$ cat src/rtl/uart_pkg.sv
// rtl/uart_pkg.sv - shared UART types and line levels
package uart_pkg;
  localparam int DATA_BITS = 8;
  localparam logic IDLE_LEVEL = 1'b1;
  localparam logic START_LEVEL = 1'b0;

  typedef enum logic [2:0] {
    ST_IDLE,
    ST_POP,
    ST_WAIT,
    ST_START,
    ST_DATA,
    ST_PARITY,
    ST_STOP
  } tx_state_t;

  function automatic logic even_parity(input logic [DATA_BITS-1:0] d);
    return ^d;
  endfunction
endpackage

$ cat src/rtl/uart_baud_tick.sv
// rtl/uart_baud_tick.sv - bit-period counter with clear, ticks on the last cycle of each bit
module uart_baud_tick #(
  parameter int CLKS_PER_BIT = 104
) (
  input  logic clk,
  input  logic reset,
  input  logic clear,
  input  logic en,
  output logic tick
);
  localparam int CNT_W = (CLKS_PER_BIT > 1) ? $clog2(CLKS_PER_BIT) : 1;
  localparam logic [CNT_W-1:0] LAST = CNT_W'(CLKS_PER_BIT - 1);

  logic [CNT_W-1:0] cnt_q;

  assign tick = en && (cnt_q == LAST);

  always_ff @(posedge clk or negedge reset) begin
    if (!reset) begin
      cnt_q <= '0;
    end else if (clear) begin
      cnt_q <= '0;
    end else if (en) begin
      cnt_q <= tick ? '0 : cnt_q + CNT_W'(1);
    end
  end
endmodule

$ cat src/rtl/uart_tx_drain.sv
// rtl/uart_tx_drain.sv - 8N1 UART transmitter that pops bytes from an upstream FIFO
// Define UART_TX_PARITY_EN to append an even-parity bit before the stop bit.
module uart_tx_drain
  import uart_pkg::*;
#(
  parameter int CLKS_PER_BIT = 104
) (
  input  logic       clk,
  input  logic       reset,
  input  logic       fifo_empty,
  input  logic [7:0] fifo_data,
  output logic       fifo_pop,
  output logic       tx,
  output logic       busy
);
  localparam int BIT_W = $clog2(DATA_BITS);
  localparam logic [BIT_W-1:0] LAST_BIT = BIT_W'(DATA_BITS - 1);

  tx_state_t state_q, state_d;
  logic [DATA_BITS-1:0] shift_q, shift_d;
  logic [BIT_W-1:0] bit_cnt_q, bit_cnt_d;
  logic tx_d, pop_d, busy_d;
  logic baud_clear, tick;
`ifdef UART_TX_PARITY_EN
  logic parity_q, parity_d;
`endif

  // The counter is held at zero outside the bit-timed states so START always gets a full period.
  assign baud_clear = (state_q == ST_IDLE) || (state_q == ST_POP) || (state_q == ST_WAIT);

  uart_baud_tick #(.CLKS_PER_BIT(CLKS_PER_BIT)) u_baud (
    .clk  (clk),
    .reset(reset),
    .clear(baud_clear),
    .en   (!baud_clear),
    .tick (tick)
  );

  always_comb begin
    state_d   = state_q;
    shift_d   = shift_q;
    bit_cnt_d = bit_cnt_q;
    tx_d      = tx;
    pop_d     = 1'b0;
    busy_d    = busy;
`ifdef UART_TX_PARITY_EN
    parity_d  = parity_q;
`endif
    case (state_q)
      ST_IDLE: begin
        tx_d = IDLE_LEVEL;
        if (!fifo_empty) begin
          pop_d   = 1'b1;
          busy_d  = 1'b1;
          state_d = ST_POP;
        end
      end
      ST_POP: state_d = ST_WAIT;
      ST_WAIT: begin
        shift_d = fifo_data;
        tx_d    = START_LEVEL;
        state_d = ST_START;
`ifdef UART_TX_PARITY_EN
        parity_d = even_parity(fifo_data);
`endif
      end
      ST_START: begin
        if (tick) begin
          tx_d      = shift_q[0];
          shift_d   = shift_q >> 1;
          bit_cnt_d = '0;
          state_d   = ST_DATA;
        end
      end
      ST_DATA: begin
        if (tick) begin
          if (bit_cnt_q == LAST_BIT) begin
`ifdef UART_TX_PARITY_EN
            tx_d    = parity_q;
            state_d = ST_PARITY;
`else
            tx_d    = IDLE_LEVEL;
            state_d = ST_STOP;
`endif
          end else begin
            tx_d      = shift_q[0];
            shift_d   = shift_q >> 1;
            bit_cnt_d = bit_cnt_q + BIT_W'(1);
          end
        end
      end
      ST_PARITY: begin
        if (tick) begin
          tx_d    = IDLE_LEVEL;
          state_d = ST_STOP;
        end
      end
      ST_STOP: begin
        if (tick) begin
          busy_d  = 1'b0;
          state_d = ST_IDLE;
        end
      end
      default: begin
        tx_d    = IDLE_LEVEL;
        busy_d  = 1'b0;
        state_d = ST_IDLE;
      end
    endcase
  end

  always_ff @(posedge clk or negedge reset) begin
    if (!reset) begin
      state_q   <= ST_IDLE;
      shift_q   <= '0;
      bit_cnt_q <= '0;
      tx        <= IDLE_LEVEL;
      fifo_pop  <= 1'b0;
      busy      <= 1'b0;
`ifdef UART_TX_PARITY_EN
      parity_q  <= 1'b0;
`endif
    end else begin
      state_q   <= state_d;
      shift_q   <= shift_d;
      bit_cnt_q <= bit_cnt_d;
      tx        <= tx_d;
      fifo_pop  <= pop_d;
      busy      <= busy_d;
`ifdef UART_TX_PARITY_EN
      parity_q  <= parity_d;
`endif
    end
  end
endmodule
$ cat config.mk
export PLATFORM = sky130hd
export DESIGN_NAME = uart_tx_drain
export DESIGN_NICKNAME = d
export VERILOG_FILES = /design/src/rtl/uart_pkg.sv /design/src/rtl/uart_baud_tick.sv /design/src/rtl/uart_tx_drain.sv
export SDC_FILE = /design/constraint.sdc
export NUM_CORES = 1
export LEC_CHECK = 0
export ABC_AREA = 1
export BUFFER_PORTS_ARGS = -buffer_cell sky130_fd_sc_hd__buf_2
export CORE_ASPECT_RATIO = 1.25
export CORE_MARGIN = 3
export CORE_UTILIZATION = 52
export DETAILED_ROUTE_END_ITERATION = 10
export GPL_TIMING_DRIVEN = 0
export HOLD_SLACK_MARGIN = 0.03
export PLACE_DENSITY = 0.83
export REMOVE_ABC_BUFFERS = 1
export SLEW_MARGIN = 15
export SYNTH_ARGS = -nofsm -noshare
export SYNTH_HDL_FRONTEND = slang
export SYNTH_SLANG_ARGS = --single-unit
$ cat constraint.sdc
create_clock -name clk -period 1.3 [get_ports clk]
set_input_delay 0.195 -clock clk [delete_from_list [all_inputs] [get_ports clk]]
set_output_delay 0.195 -clock clk [all_outputs]
set_load 0.01 [all_outputs]
==> impl_metrics.ini, run 1 <==
[routing]
dr.pass1.iters = 4
viasPerCell = 5.28
wl_um = 3440
final_antenna_net_count = 0
drc = 0
drtIter0Drc = 50
via_count = 1346
wl_per_cell_um = 13.5

[timing]
fin_crit_sh = 1.07
worst_pin_slew_ns = 0.536
hold_viol = 0
slew-limit-headroom = 0.643
setup_viol = 13
fmax_mhz = 719
period_minus_slack_ns = 1.39
slew_viol_final = 0
worst_clock_skew_ns = 0.00490
fin_ws_ns = -0.0900
rsz0062_at_grt = true

[floorplanning]
initial_core_util = 0.560
die_w_um = 52.2
rows = 20
pin_count = 14
die_area_um2 = 3330
fp.coreArea_um2 = 2480
die_height_um = 63.8

[synthesis]
postSynthAreaPerCell_um2 = 7.71
yosysTopAreaCellShare = 0.415
syn-cell-area_um2 = 1390
seq_area_frac_synth = 0.434
synth_edf_count = 0
async_reset_ff_frac = 1.00
yosys_warnings = 0
ys_seq_elements = 24
yosysUniqueCellTypes = 25
synth_area_leaders = dfrtp_1 (41%), nand2_1 (18%), nand3_1 (6.9%), nor2_1 (4.6%), nand2_4 (3.2%)
synthFlopType = dfrtp_1
yosysTopAreaCell = dfrtp_1
synth_cells = 180

[finish]
nets = 237
drive_above_1_share = 0.441
final_common_cell = nand2_1
syn_to_final_growth_pct = 38.1
fin_area_um2 = 1920
instances_no_fill = 255
diodes = 0
final_util = 0.773
nFillCells = 173
final_cell_mix = nand2_1 (48), buf_4 (24), dfrtp_1 (20)

[power]
peakVddDrop_mv = 0.554
power.density_nw_per_um2 = 652
p_leak_nw = 1.01

[cts]
clkTransAtPathRegs_ns = 0.13
cts.sinks = 24
cts_tree = built
cts_max_path_buffers = 2
clockRootBuffer = clkbuf_4
cts_buffers = 3
worstSkewPairLatency_ns = 0.33
htree_levels = 1

[run]
drv_cap = 0

[run_status]
status = finished with violations
violations = negative setup slack

[placement]
hpwl_um = 2020
place_inst = 222
gp_congestion = 0.802
numPortBuffers = 13
dpl_cell_area_um2 = 1460

[global_route]
grt_pass1_wl_um = 5460
antenna_found_initial = 0
grt_overflow = 0
grt_usage = 0.220
grt_pass1_vias = 1302
grt_max_degree = 25

[setup_path]
worstSetupPathType = flop to flop
cp.required_ns = 1.53
crit_path_start_kind = flop
cp-end-kind = flop
cp_max_fo = 8
arrival_ns = 1.62

[worst_hold_path]
hp-class = input pin to flop
## worst paths after layout
kind	start	endpoint	slack (ns)	cells after the start
min in group asynchronous	reset	fifo_pop	0.36	2
setup / recovery	state_q[1]	shift_q[0]	-0.09	8
hold / removal	fifo_data[7]	shift_q[7]	0.12	3
hold reg to reg	tx	tx	0.49	2
max in group asynchronous	reset	state_q[2]	0.55	2
setup reg to reg	state_q[1]	shift_q[0]	-0.09	8
## synth_stat cells (3+ instances only)
master	n
dfrtp_1	23
ha_1	3
inv_1	11
inv_2	4
nand2_1	65
nand2_2	5
nand2_4	4
nand3_1	19
nor2_1	17
nor2_2	4
o21ai_0	4
o21ai_1	3
## critical path: stages (launching register included)
cell and delay (ns):
dfrtp_2 0.47, buf_12 0.15, nand3_4 0.14, nand2_4 0.08, buf_4 0.17, nand2_1 0.06
nand2_1 0.10, nand2_4 0.08, nand2_2 0.04
## flip-flops by register name (all words and copies together), names as in the netlist
signal,count
bit_cnt_q,3
busy,1
fifo_pop,1
shift_q,8
state_q,3
tx,1
u_baud.cnt_q,7
## stage by stage
stage,worst slack (ns),TNS [ns],hold slack [ns],total power [mW]
final,-0.0900,-0.641,0.119,1.25
after global routing,-0.164,-1.81,0.129,1.30
after CTS,-0.0428,-0.319,0.122,1.24
after detailed placement,-0.304,-3.33,0.205,0.841
after global placement,-0.259,-2.59,0.199,0.837
after floorplan,-0.0698,-0.539,-0.101,0.804
## routing by layer
metal	vias to the layer above	wire length (um)	global-route usage	part of all wire
met1	649	1320	0.247	0.38
met5	-	0	0	0
li1	657	-	-	-
met3	9	109	0.0280	0.032
met2	31	1940	0.406	0.56
met4	0	76	0.0863	0.022
## timing repair
| item | CTS | global route |
|---|---|---|
| setup buffers | 13 | 13 |
| pin swaps | 10 | 14 |
| hold buffers | 2 | 0 |
| endpoints found under the setup margin | 20 | 19 |
| gates resized for setup | 23 | 26 |
| gates cloned | 1 | 0 |
| hold endpoints to repair | 24 | 0 |
## power breakdown
| group | switching, mW | internal (mW) |
|---|---|---|
| clock network | 0.233 | 0.172 |
| registers | 0.00900 | 0.761 |
| logic | 0.0441 | 0.0298 |
| total | 0.287 | 0.962 |
## cells by family after synthesis
kind of cell / Yosys count / share of synthesized area
buffers and inverters: 20 / 0.0703
xor gates and xnor gates: 1 / 0.00631
adders and majority gates: 3 / 0.0271
DFF: 24 / 0.434
AOI/OAI and AO/OA: 9 / 0.0406
and+or+nand+nor: 123 / 0.422
## layout make-up
class	count	area, um2	share of cell area
multi-input cells	137	858	0.448
flip-flops and latches	24	606	0.316
repair buffers	41	297	0.155
inverters	16	77.6	0.0405
well taps	33	41.3	0.0216
clock buffers	4	36.3	0.0189
Note: power is estimated with default switching activity, not from simulation.
==> run 2: changes to the inputs <==
--- a/config.mk
+++ b/config.mk
@@ -11,10 +11,11 @@
 export CORE_MARGIN = 3
 export CORE_UTILIZATION = 52
 export DETAILED_ROUTE_END_ITERATION = 10
-export GPL_TIMING_DRIVEN = 0
+export GPL_TIMING_DRIVEN = 1
 export HOLD_SLACK_MARGIN = 0.03
 export PLACE_DENSITY = 0.83
 export REMOVE_ABC_BUFFERS = 1
+export SETUP_SLACK_MARGIN = 0.5
 export SLEW_MARGIN = 15
 export SYNTH_ARGS = -nofsm -noshare
 export SYNTH_HDL_FRONTEND = slang
==> constraint.sdc (replaced) <==
create_clock -name clk -period 1.2 [get_ports clk]
set_input_delay 0.18 -clock clk [delete_from_list [all_inputs] [get_ports clk]]
set_output_delay 0.18 -clock clk [all_outputs]
set_load 0.01 [all_outputs]
==> impl_metrics.ini, run 2 (synthesized netlist as in run 1, its figures left out) <==
[run_status]
status = finished with violations
violations = negative hold slack, negative setup slack

[setup_path]
crit_path_start_kind = flop
r2r_slack_ns = -0.20
worstSetupPathType = flop to flop
rr_startpoint = state_q[0]
cp-end-kind = flop
r2r_cells = 6
arrival_ns = 1.65
cp.required_ns = 1.45
cp_max_fo = 5
regToRegEndpoint = state_q[2]
critPathLaunch = state_q[0]

[placement]
hpwl_um = 2260
pre_cts_ws_ns = -0.217
gp_congestion = 0.857
numPortBuffers = 13
place_inst = 240
dpl_cell_area_um2 = 1600

[timing]
setup_viol = 20
hold_viol = 23
worst_clock_skew_ns = 0.0122
fin_crit_sh = 1.17
worst_pin_slew_ns = 0.553
fin_ws_ns = -0.204
fin_tns_setup_ns = -2.96
holdWs_ns = -0.200
rsz0062_at_grt = true
slew-limit-headroom = 0.631
slew_viol_final = 0
period_minus_slack_ns = 1.40
fmax_mhz = 712

[finish]
nets = 241
diodes = 0
instances_no_fill = 259
reg_top3 = shift_q (8), u_baud.cnt_q (7)
final_common_cell = nand2_1
final_cell_mix = nand2_1 (44), buf_4 (22), nand2_2 (19), dfrtp_1 (19), nand3_1 (17)
drive_above_1_share = 0.549
largest_reg_flops = 8
final_util = 0.828
fin_area_um2 = 2050
regMostFlops = shift_q
syn_to_final_growth_pct = 47.9

[global_route]
grt_pass1_vias = 1380
grt_max_degree = 25
antenna_found_initial = 0
grt_overflow = 0
grt_usage = 0.231
grt_pass1_wl_um = 5780

[cts]
cts_buffers = 3
cts_tree = built
cts_max_path_buffers = 2
clkTransAtPathRegs_ns = 0.14
worstSkewPairLatency_ns = 0.34
htree_levels = 1
clockRootBuffer = clkbuf_4
cts.sinks = 24

[routing]
route.met2.wl_um = 2410
drc = 0
viasPerCell = 5.56
dr.pass1.iters = 4
route.top_layer_used = met4
wl_per_cell_um = 16.8
via_count = 1441
final_antenna_net_count = 0
route.met3.wl_um = 178
drtIter0Drc = 48
wl_um = 4340
wl_met1_um = 1580

[floorplanning]
initial_core_util = 0.560
rows = 20
die_area_um2 = 3330
pin_count = 14
die_height_um = 63.8
die_w_um = 52.2
fp.coreArea_um2 = 2480

[power]
p_leak_nw = 1.02
p_total_mw = 1.36
peakVddDrop_mv = 0.694
power.density_nw_per_um2 = 663

[run]
drv_cap = 0

[worst_hold_path]
hp-class = input pin to async pin
run 2: worst max-delay path, cell delays in order (launching register included):
cell     delay [ns]
dfrtp_2        0.48
buf_12         0.15
buf_4          0.12
nor2_1         0.26
a21oi_4        0.13
nand3_1        0.11
nand2_1        0.06
run 2: how the worst max path moves through the flow:
| stage | cells past startpoint | slack (ns) | to |
|---|---|---|---|
| after floorplan | 8 | -0.17 | shift_q[0] |
| after global placement | 8 | -0.16 | shift_q[7] |
| after detailed placement | 9 | -0.22 | shift_q[3] |
| after CTS | 9 | -0.12 | shift_q[3] |
| after global routing | 8 | -0.30 | tx |
| final | 6 | -0.20 | state_q[2] |
run 2: power breakdown:
part / switching [mW] / internal, mW / total, mW
Sequential: 0.0132 / 0.824 / 0.837
Clock: 0.261 / 0.186 / 0.448
Combinational: 0.0464 / 0.0293 / 0.0757
Total: 0.321 / 1.04 / 1.36
run 2: cell type report:
type                            instances  area, um2
Fill cell                             123        425
Clock buffer                            4       36.3
Inverter                               16       82.6
Multi-Input combinational cell        137        927
Sequential cell                        24        607
Timing Repair Buffer                   45        358
Tap cell                               33       41.3
run 2: per-layer routing:
metal  up-vias  track usage
met5         -            0
met4         0       0.0895
met3        19       0.0303
met2        54        0.429
met1       702        0.258
li1        666            -
run 2: timing repair:
item,in CTS,in global routing
setup endpoints to repair,27,27
cloned,1,0
endpoints found under the hold margin,24,24
pin swaps,10,17
resized for setup,34,53
buffers inserted,6,8
